[src/rtl/reg_file_pkg.sv]
// Shared types and constants for the architectural register file.
// Imported by the interface, the read port and the top.
package reg_file_pkg;

  localparam int ROB_WIDTH = 4;
  localparam int REG_NUM   = 32;

  typedef logic [31:0]          data_t;
  typedef logic [4:0]           reg_t;
  typedef logic [ROB_WIDTH-1:0] rob_t;

  localparam rob_t NO_DEP = '0;

endpackage

[src/rtl/reg_file_if.sv]
// ROB commit, dispatch rename and operand-fetch bundle.
// Master drives requests; slave is the register file.
interface reg_file_if;
  import reg_file_pkg::*;

  logic  rollback;
  logic  valid_from_rob;
  reg_t  reg_id_from_rob;
  rob_t  alias_from_rob;
  data_t result_from_rob;
  logic  valid_from_disp;
  reg_t  rd_from_disp;
  rob_t  alias_from_disp;
  reg_t  rs1_from_disp;
  reg_t  rs2_from_disp;
  rob_t  Qi_to_disp;
  data_t Vi_to_disp;
  rob_t  Qj_to_disp;
  data_t Vj_to_disp;

  modport master (
    output rollback, valid_from_rob,
    output reg_id_from_rob, alias_from_rob,
    output result_from_rob,
    output valid_from_disp, rd_from_disp,
    output alias_from_disp,
    output rs1_from_disp, rs2_from_disp,
    input  Qi_to_disp, Vi_to_disp,
    input  Qj_to_disp, Vj_to_disp
  );

  modport slave (
    input  rollback, valid_from_rob,
    input  reg_id_from_rob, alias_from_rob,
    input  result_from_rob,
    input  valid_from_disp, rd_from_disp,
    input  alias_from_disp,
    input  rs1_from_disp, rs2_from_disp,
    output Qi_to_disp, Vi_to_disp,
    output Qj_to_disp, Vj_to_disp
  );
endinterface

[src/rtl/reg_read_port.sv]
// One operand read port: tag/data lookup with
// a same-cycle commit bypass.
module reg_read_port
  import reg_file_pkg::*;
(
  input  reg_t  rs_i,
  input  rob_t  tag_i,
  input  data_t data_i,
  input  logic  cvalid_i,
  input  reg_t  creg_i,
  input  rob_t  calias_i,
  input  data_t cres_i,
  output rob_t  q_o,
  output data_t v_o
);

  logic hit;

  assign hit = cvalid_i
            && (creg_i == rs_i)
            && (rs_i != '0)
            && (calias_i == tag_i);

  always_comb begin
    q_o = tag_i;
    v_o = data_i;
    if (hit) begin
      q_o = NO_DEP;
      v_o = cres_i;
    end
  end

endmodule

[src/rtl/reg_file.sv]
// 32x32 architectural register file with ROB alias tags,
// commit write, dispatch rename and rollback flush.
module reg_file
  import reg_file_pkg::*;
(
  input logic       clk,
  input logic       rst,
  input logic       rdy,
  reg_file_if.slave bus
);

  data_t data_q [REG_NUM];
  data_t data_d [REG_NUM];
  rob_t  tag_q  [REG_NUM];
  rob_t  tag_d  [REG_NUM];

  always_comb begin
    data_d = data_q;
    tag_d  = tag_q;
    if (rdy) begin
      if (bus.valid_from_rob
          && bus.reg_id_from_rob != '0) begin
        data_d[bus.reg_id_from_rob] =
          bus.result_from_rob;
        if (tag_q[bus.reg_id_from_rob]
            == bus.alias_from_rob)
          tag_d[bus.reg_id_from_rob] = NO_DEP;
      end
      // rename is applied after commit so it wins a collision
      if (bus.rollback) begin
        for (int i = 0; i < REG_NUM; i++)
          tag_d[i] = NO_DEP;
      end else if (bus.valid_from_disp
                   && bus.rd_from_disp != '0) begin
        tag_d[bus.rd_from_disp] =
          bus.alias_from_disp;
      end
    end
    data_d[0] = '0;
    tag_d[0]  = NO_DEP;
  end

  always_ff @(posedge clk or negedge rst) begin
    if (!rst) begin
      data_q <= '{default: '0};
      tag_q  <= '{default: '0};
    end else begin
      data_q <= data_d;
      tag_q  <= tag_d;
    end
  end

  reg_read_port u_rs1 (
    .rs_i     (bus.rs1_from_disp),
    .tag_i    (tag_q[bus.rs1_from_disp]),
    .data_i   (data_q[bus.rs1_from_disp]),
    .cvalid_i (bus.valid_from_rob),
    .creg_i   (bus.reg_id_from_rob),
    .calias_i (bus.alias_from_rob),
    .cres_i   (bus.result_from_rob),
    .q_o      (bus.Qi_to_disp),
    .v_o      (bus.Vi_to_disp)
  );

  reg_read_port u_rs2 (
    .rs_i     (bus.rs2_from_disp),
    .tag_i    (tag_q[bus.rs2_from_disp]),
    .data_i   (data_q[bus.rs2_from_disp]),
    .cvalid_i (bus.valid_from_rob),
    .creg_i   (bus.reg_id_from_rob),
    .calias_i (bus.alias_from_rob),
    .cres_i   (bus.result_from_rob),
    .q_o      (bus.Qj_to_disp),
    .v_o      (bus.Vj_to_disp)
  );

endmodule

[src/flat_wrapper.sv]
// flat-port wrapper written by rule: the top's interface ports become plain ports
module reg_file_flat import reg_file_pkg::*;
  (clk, rst, rdy, bus_rollback, bus_valid_from_rob, bus_reg_id_from_rob, bus_alias_from_rob, bus_result_from_rob, bus_valid_from_disp, bus_rd_from_disp, bus_alias_from_disp, bus_rs1_from_disp, bus_rs2_from_disp, bus_Qi_to_disp, bus_Vi_to_disp, bus_Qj_to_disp, bus_Vj_to_disp);
  reg_file_if bus_i ();
  input logic clk;
  input logic rst;
  input logic rdy;
  input wire logic [$bits(bus_i.rollback)-1:0] bus_rollback;
  input wire logic [$bits(bus_i.valid_from_rob)-1:0] bus_valid_from_rob;
  input wire logic [$bits(bus_i.reg_id_from_rob)-1:0] bus_reg_id_from_rob;
  input wire logic [$bits(bus_i.alias_from_rob)-1:0] bus_alias_from_rob;
  input wire logic [$bits(bus_i.result_from_rob)-1:0] bus_result_from_rob;
  input wire logic [$bits(bus_i.valid_from_disp)-1:0] bus_valid_from_disp;
  input wire logic [$bits(bus_i.rd_from_disp)-1:0] bus_rd_from_disp;
  input wire logic [$bits(bus_i.alias_from_disp)-1:0] bus_alias_from_disp;
  input wire logic [$bits(bus_i.rs1_from_disp)-1:0] bus_rs1_from_disp;
  input wire logic [$bits(bus_i.rs2_from_disp)-1:0] bus_rs2_from_disp;
  output wire logic [$bits(bus_i.Qi_to_disp)-1:0] bus_Qi_to_disp;
  output wire logic [$bits(bus_i.Vi_to_disp)-1:0] bus_Vi_to_disp;
  output wire logic [$bits(bus_i.Qj_to_disp)-1:0] bus_Qj_to_disp;
  output wire logic [$bits(bus_i.Vj_to_disp)-1:0] bus_Vj_to_disp;
  assign bus_i.rollback = bus_rollback;
  assign bus_i.valid_from_rob = bus_valid_from_rob;
  assign bus_i.reg_id_from_rob = bus_reg_id_from_rob;
  assign bus_i.alias_from_rob = bus_alias_from_rob;
  assign bus_i.result_from_rob = bus_result_from_rob;
  assign bus_i.valid_from_disp = bus_valid_from_disp;
  assign bus_i.rd_from_disp = bus_rd_from_disp;
  assign bus_i.alias_from_disp = bus_alias_from_disp;
  assign bus_i.rs1_from_disp = bus_rs1_from_disp;
  assign bus_i.rs2_from_disp = bus_rs2_from_disp;
  assign bus_Qi_to_disp = bus_i.Qi_to_disp;
  assign bus_Vi_to_disp = bus_i.Vi_to_disp;
  assign bus_Qj_to_disp = bus_i.Qj_to_disp;
  assign bus_Vj_to_disp = bus_i.Vj_to_disp;
  reg_file u_core (.clk(clk), .rst(rst), .rdy(rdy), .bus(bus_i));
endmodule
[config.mk]
export PLATFORM = sky130hd
export DESIGN_NAME = reg_file_flat
export DESIGN_NICKNAME = d
export VERILOG_FILES = /design/src/rtl/reg_file_pkg.sv /design/src/rtl/reg_file_if.sv /design/src/rtl/reg_read_port.sv /design/src/rtl/reg_file.sv /design/src/flat_wrapper.sv
export SDC_FILE = /design/constraint.sdc
export NUM_CORES = 2
export LEC_CHECK = 0
export BUFFER_PORTS_ARGS = -buffer_cell sky130_fd_sc_hd__buf_2
export CELL_PAD_IN_SITES_DETAIL_PLACEMENT = 1
export CELL_PAD_IN_SITES_GLOBAL_PLACEMENT = 2
export CORE_ASPECT_RATIO = 0.7
export CORE_MARGIN = 1.5
export CORE_UTILIZATION = 45
export CTS_CLUSTER_SIZE = 10
export DETAILED_ROUTE_END_ITERATION = 10
export GPL_ROUTABILITY_DRIVEN = 0
export GPL_TIMING_DRIVEN = 0
export PLACE_DENSITY = 0.88
export SETUP_SLACK_MARGIN = 0.4
export SKIP_LAST_GASP = 1
export SLEW_MARGIN = 20
export SYNTH_ARGS = -nofsm -noshare
export SYNTH_HDL_FRONTEND = slang
export SYNTH_HIERARCHICAL = 1
export SYNTH_SLANG_ARGS = --single-unit
[constraint.sdc]
create_clock -name clk -period 12.9 [get_ports clk]
set_clock_uncertainty 0.2 [all_clocks]
set_input_delay 1.29 -clock clk [delete_from_list [all_inputs] [get_ports clk]]
set_output_delay 1.29 -clock clk [all_outputs]
set_load 0.05 [all_outputs]
Word-level counts from Yosys, hierarchy flattened --
Cells that the tools add are included.
Operators by class: $lt $le $gt $ge 6, equality and inequality tests 5, muxes and demuxes 32, bitwise logic cells 6, reduce and logical (&&, ||, !) cells 15
Operator list (count):
- bitwise mux 1024 bit | 1
- 2-to-1 mux 128 bit | 3
- binary-select mux 32 bit (select 5 bit) | 2
- 2-to-1 mux 124 bit | 2
- 2-to-1 mux 32 bit | 7
- demux 32 bit (select 5 bit) | 1
- bitwise AND 124 x 128 -> 128 bit | 1
- bitwise mux 128 bit | 1
- NOT 128 bit | 1
- binary-select mux 4 bit (select 5 bit) | 3
- demux 4 bit (select 5 bit) | 2
- 2-to-1 mux 4 bit | 10
- greater-or-equal comparator 6 bit (second input constant) | 4
- NOT 5 -> 6 bit | 4
- nonzero test 5 bit | 4
- equality test 4 bit | 3
- less-than comparator 6 x 1 -> 1 bit (second input constant) | 2
- equality test 5 bit | 2
- logical AND 1 bit | 10
- AND reduction 2 bit | 1
Storage, ports and cells: flip-flop bits (word level) 1116, bits of input ports 66, word-level logic and storage cells 126

Depth between registers and ports, before layout --
depth after elaboration 13, depth in mapped cells 12, mapped depth without buffers 8

Cells and area by module --
The synthesis kept the hierarchy.
By module, submodules not included:
- reg_file | times used 1, cells each 4120, area each 62392.3 sq um
- reg_read_port | times used 2, cells each 54, area each 661.9 sq um

Worst setup path before layout --
OpenSTA, ideal clock, no wires.
path kind input -> output, from input port bus_rs1_from_disp[0], to output port bus_Vi_to_disp[10], arrival time 5039 ps, slack 6371 ps, cell stages on the path 11, path buffers 4, cell sequence clkbuf_1 buf_1 buf_1 mux4_2 mux4_2 mux2_2 xor2_1 nor4_4 o2111ai_4 buf_6 mux2_4
Between the ends: longest elaborated chain between the ends 7, elaborated cells on any way between the ends 14
RTL lines:
- from (decl) | RTL line flat_wrapper.sv:16 | input wire logic [$bits(bus_i.rs1_from_disp)-1:0] bus_rs1_from_disp;
- NOT 5 -> 6 bit (not written as such) | RTL line reg_file.sv:55, reg_file.sv:56
- binary-select mux 4 bit (select 5 bit) | RTL line reg_file.sv:55 | .tag_i (tag_q[bus.rs1_from_disp]),
- 2-to-1 mux 4 bit (not written as such) (2 in a row) | RTL line reg_file.sv:55
- equality test 4 bit | RTL line reg_read_port.sv:22 | && (calias_i == tag_i);
- logical AND 1 bit | RTL line reg_read_port.sv:22
- 2-to-1 mux 32 bit (*) | RTL line reg_read_port.sv:27 | if (hit) begin
- to (decl) | RTL line flat_wrapper.sv:19 | output wire logic [$bits(bus_i.Vi_to_disp)-1:0] bus_Vi_to_disp;
Every way passes the cells marked *; elsewhere a longest branch is shown, timed or not. The select of a mux whose other input is x is not followed.

Final worst setup path --
from input port bus_rs1_from_disp[0], to output port bus_Vi_to_disp[22]
The elaborated chain is that of the path after synthesis.

==> run summary <==
The flow ran to the end, and the final reports show no timing, DRC or antenna violations. Initial antenna violation count: 4. Category of the most critical setup path: input pin to output pin. The fill cell total of the finished layout is 13578, and the data arrival time at the worst-slack endpoint is 7690 ps. Of the post-synthesis cell area, the dominant cell type holds 43.8%.

Counting every net in the synthesized netlist gives 4294. The biggest area consumer among synthesized cells was sky130_fd_sc_hd__dfrtp_1. The final route contains 46302 vias. 138 I/O pins were placed. The final number of max-transition violations came out at 0. The leakage power figure was 30.5 nW.

The clock insertion delay at the later pin of the skew report came out at 770 ps. Critical-path cell with the highest stage delay: sky130_fd_sc_hd__clkbuf_1. No sink is reached through more buffers than the 3 on the longest clock path. After layout, the design draws a total of 9.95 mW.

In this run the clock root is driven by a sky130_fd_sc_hd__clkbuf_16. The cell with the most instances after synthesis is sky130_fd_sc_hd__mux2_2. For the gate count of the mapped netlist, the log shows 4228. The tools report the post-synthesis cell area as 63700 um2. At the end of the flow, the number of nets in the layout was 4574.

OpenSTA, run right after detailed placement, puts the worst setup slack at 3840 ps. The number of synthesized register bits works out to 1116. The number of placement rows came out at 115.

Counting flops with an async set or reset pin after synthesis yields a share of 100%. Pin count of the biggest net entering global routing: 138. The average wire per cell in the routed design works out to 39.7 um. The via count of the first global-routing pass is 47509. In the synthesized netlist, the cells that appear most often are sky130_fd_sc_hd__mux2_2 (1148), sky130_fd_sc_hd__dfrtp_1 (1116), sky130_fd_sc_hd__mux4_2 (648), sky130_fd_sc_hd__clkbuf_1 (344), sky130_fd_sc_hd__o21ai_0 (110). The final critical path time including I/O delays and setup came out at 9180 ps.

Buffers inserted to repair hold after CTS numbered 0. The initial utilization of the core area, before any placement, comes to 45.4%. Once the clock tree was built, the resizer swapped 0 gates to a different size. The number of cells on the worst reg-to-reg path is 8. The number of synthesized flops with an enable pin came out at 0.

The worst setup path is launched from an input pin. The tools report the number of routed nets with antenna violations as 0. The final setup violation count was 0; the core area was 140000 um2. Timing would allow up to 109 MHz. The run gives 6401 as the final standard cell count with taps included and fillers excluded. The capture point of the worst reg-to-reg path was u_core/tag_q[100]. In the routed design, unresolved DRC markers number 0. STA classifies the critical path endpoint as an output pin. The layout overhead on the synthesized area is 11.0%. Yosys printed 6 warnings. Max-cap violations in this run came to 0.

Counting the buffers created by CTS gives 131. The startpoint of the lowest-slack register-to-register path was u_core/tag_q[63]. After synthesis, flip-flops and latches occupy 43.8% of the total area. Total global routing track utilization: 35.3%. Using the TritonRoute via totals, the vias-per-cell ratio works out to 7.23. Actual slew at the worst max-slew pin: 1300 ps. The setup TNS is 0 ps. Traced cell by cell, the critical path runs through buf_2, clkbuf_1, buf_1, buf_1, mux4_2, mux4_2, mux2_2, xor2_1, nor4_4, o2111ai_4, buf_6, mux2_4, buf_2. After clock tree synthesis, the clock-pin slew on the worst setup and hold paths is 60 ps. Setup repair after global routing left no endpoint under its margin.

TritonCTS built the clock tree. For the setup slack of the most critical reg-to-reg path, the log shows 9190 ps. The worst relative slew slack was 13.6%. The final critical path takes up 71.2% of the cycle.

Routed wire length: 254000 um. The number of failing hold endpoints at the final stage is 0, and the largest fanout of any net on the critical path is 10. For the summed area of non-filler cells in the final layout, the log shows 70700 um2. The placement-stage cell area is 67200 um2, and the count of buffer and inverter cells on the critical path is 6.

The post-layout utilization of the core came out at 50.4%. The commonest register cell after synthesis is sky130_fd_sc_hd__dfrtp_1. The classification of the worst-slack hold path is input pin to asynchronous set/reset pin. The number of violations reported at the end of detailed-routing iteration 0 came out at 6094.

Of the cells placed in the final design, the portion with a size suffix greater than 1 is 53.2%. The depth of the CTS H-tree was 4; the post-route worst setup slack was 3720 ps. The clock drives 1116 sinks. In the post-synthesis netlist, the biggest area contributors are sky130_fd_sc_hd__dfrtp_1 (44%), sky130_fd_sc_hd__mux4_2 (23%), sky130_fd_sc_hd__mux2_2 (20%).

Measured along the y axis, the die boundary spans 318 um. The worst-case IR drop observed on VDD is 0.000144 V. The cell family contributing the most delay on the critical path is buffers and inverters. The count of port buffers added during placement is 134, and the mean cell area of the mapped netlist is 15.1 um2.

The first global-routing pass estimated 360000 um of wire. Global routing finished with a remaining overflow of 0. The largest incremental delay on the critical path is 840 ps, and the number of distinct library cell variants in the gate-level netlist after synthesis is 55. Power spread over the standard cell area amounts to 141 nW/um2. The iteration count of the initial detailed-routing pass was 6.

Final hold analysis gives a worst-case slack of 156 ps. The die is 453 um wide. The run gives 173000 um as the HPWL after detailed placement.

The floorplan step defined a die boundary enclosing 144000 um2. For the total placed cells including tap cells, the log shows 6246. Data on the critical path is required at its endpoint by 11410 ps. Post-CTS timing repair inserted 0 buffers for setup.
report_power, final:
group	internal [mW]	switching [mW]	leakage [nW]
logic	1.10	1.08	13.8
registers	3.97	0.474	14.9
clock network	1.85	1.48	1.71
layer usage:
layer	global-route usage (%)	vias to the layer above	routed length (um)	share of wire [%]
met5	0	-	57	0.022
met4	17.0	4	13500	5.3
met3	12.6	715	32900	13
met2	48.9	3181	108000	42
met1	49.0	25273	99500	39
li1	-	17129	-	-
cells in the final DEF (no fill, tap or decap), drive strengths merged, types with 17 or more instances in the layout:
| cell type | Yosys | routed |
|---|---|---|
| mux2 | 1200 | 1200 |
| dfrtp | 1116 | 1116 |
| mux4 | 648 | 648 |
| clkbuf | 345 | 497 |
| buf | 105 | 244 |
| o21ai | 125 | 125 |
| a22oi | 92 | 92 |
| nor2 | 85 | 85 |
| or3b | 75 | 75 |
| a22o | 71 | 71 |
| mux2i | 60 | 60 |
| nand3b | 42 | 42 |
| nor4 | 36 | 36 |
| nand2 | 33 | 33 |
| a21oi | 33 | 33 |
| o22ai | 29 | 29 |
| nor3b | 17 | 17 |
logic make-up (layout without fill, tap and decap cells):
kind of cell           count (synthesis)  count (layout)  share of synthesized area, %
other                                  0               2                             0
flip-flops                          1116            1116                          43.8
AO/OA/AOI/OAI                        364             364                          3.85
buffers and inverters                453             752                          2.82
AND/OR/NAND/NOR                      371             371                          3.92
multiplexers                        1908            1908                          45.4
XOR/XNOR                              16              16                         0.220
flip-flops by register name, summed over array words and instances (netlist names):
| register | cells |
|---|---|
| u_core/data_q | 992 |
| u_core/tag_q | 124 |
worst max-delay path by stage:
stage / from / endpoint / cells past startpoint
after detailed placement: bus_rs1_from_disp[0] / bus_Vi_to_disp[23] / 13
final: bus_rs1_from_disp[0] / bus_Vi_to_disp[22] / 13
after global routing: bus_rs1_from_disp[0] / bus_Vi_to_disp[22] / 13
after floorplan: bus_rs1_from_disp[0] / bus_Vi_to_disp[10] / 11
after CTS: bus_rs1_from_disp[0] / bus_Vi_to_disp[23] / 13
after global placement: rst / u_core/data_q[335] / 1
final cells by class:
class | count | area, um2 | area share, %
timing repair buffer | 147 | 990 | 1.40
sequential | 1116 | 27900 | 39.5
inverter | 3 | 11.3 | 0.0159
clock buffer | 144 | 3420 | 4.84
tap | 1872 | 2340 | 3.31
clock inverter | 8 | 68.8 | 0.0973
antenna | 2 | 5.00 | 0.00708
buffer | 450 | 1940 | 2.75
multi-input combinational | 2659 | 34000 | 48.1
Power figures use the tool's default switching activity.
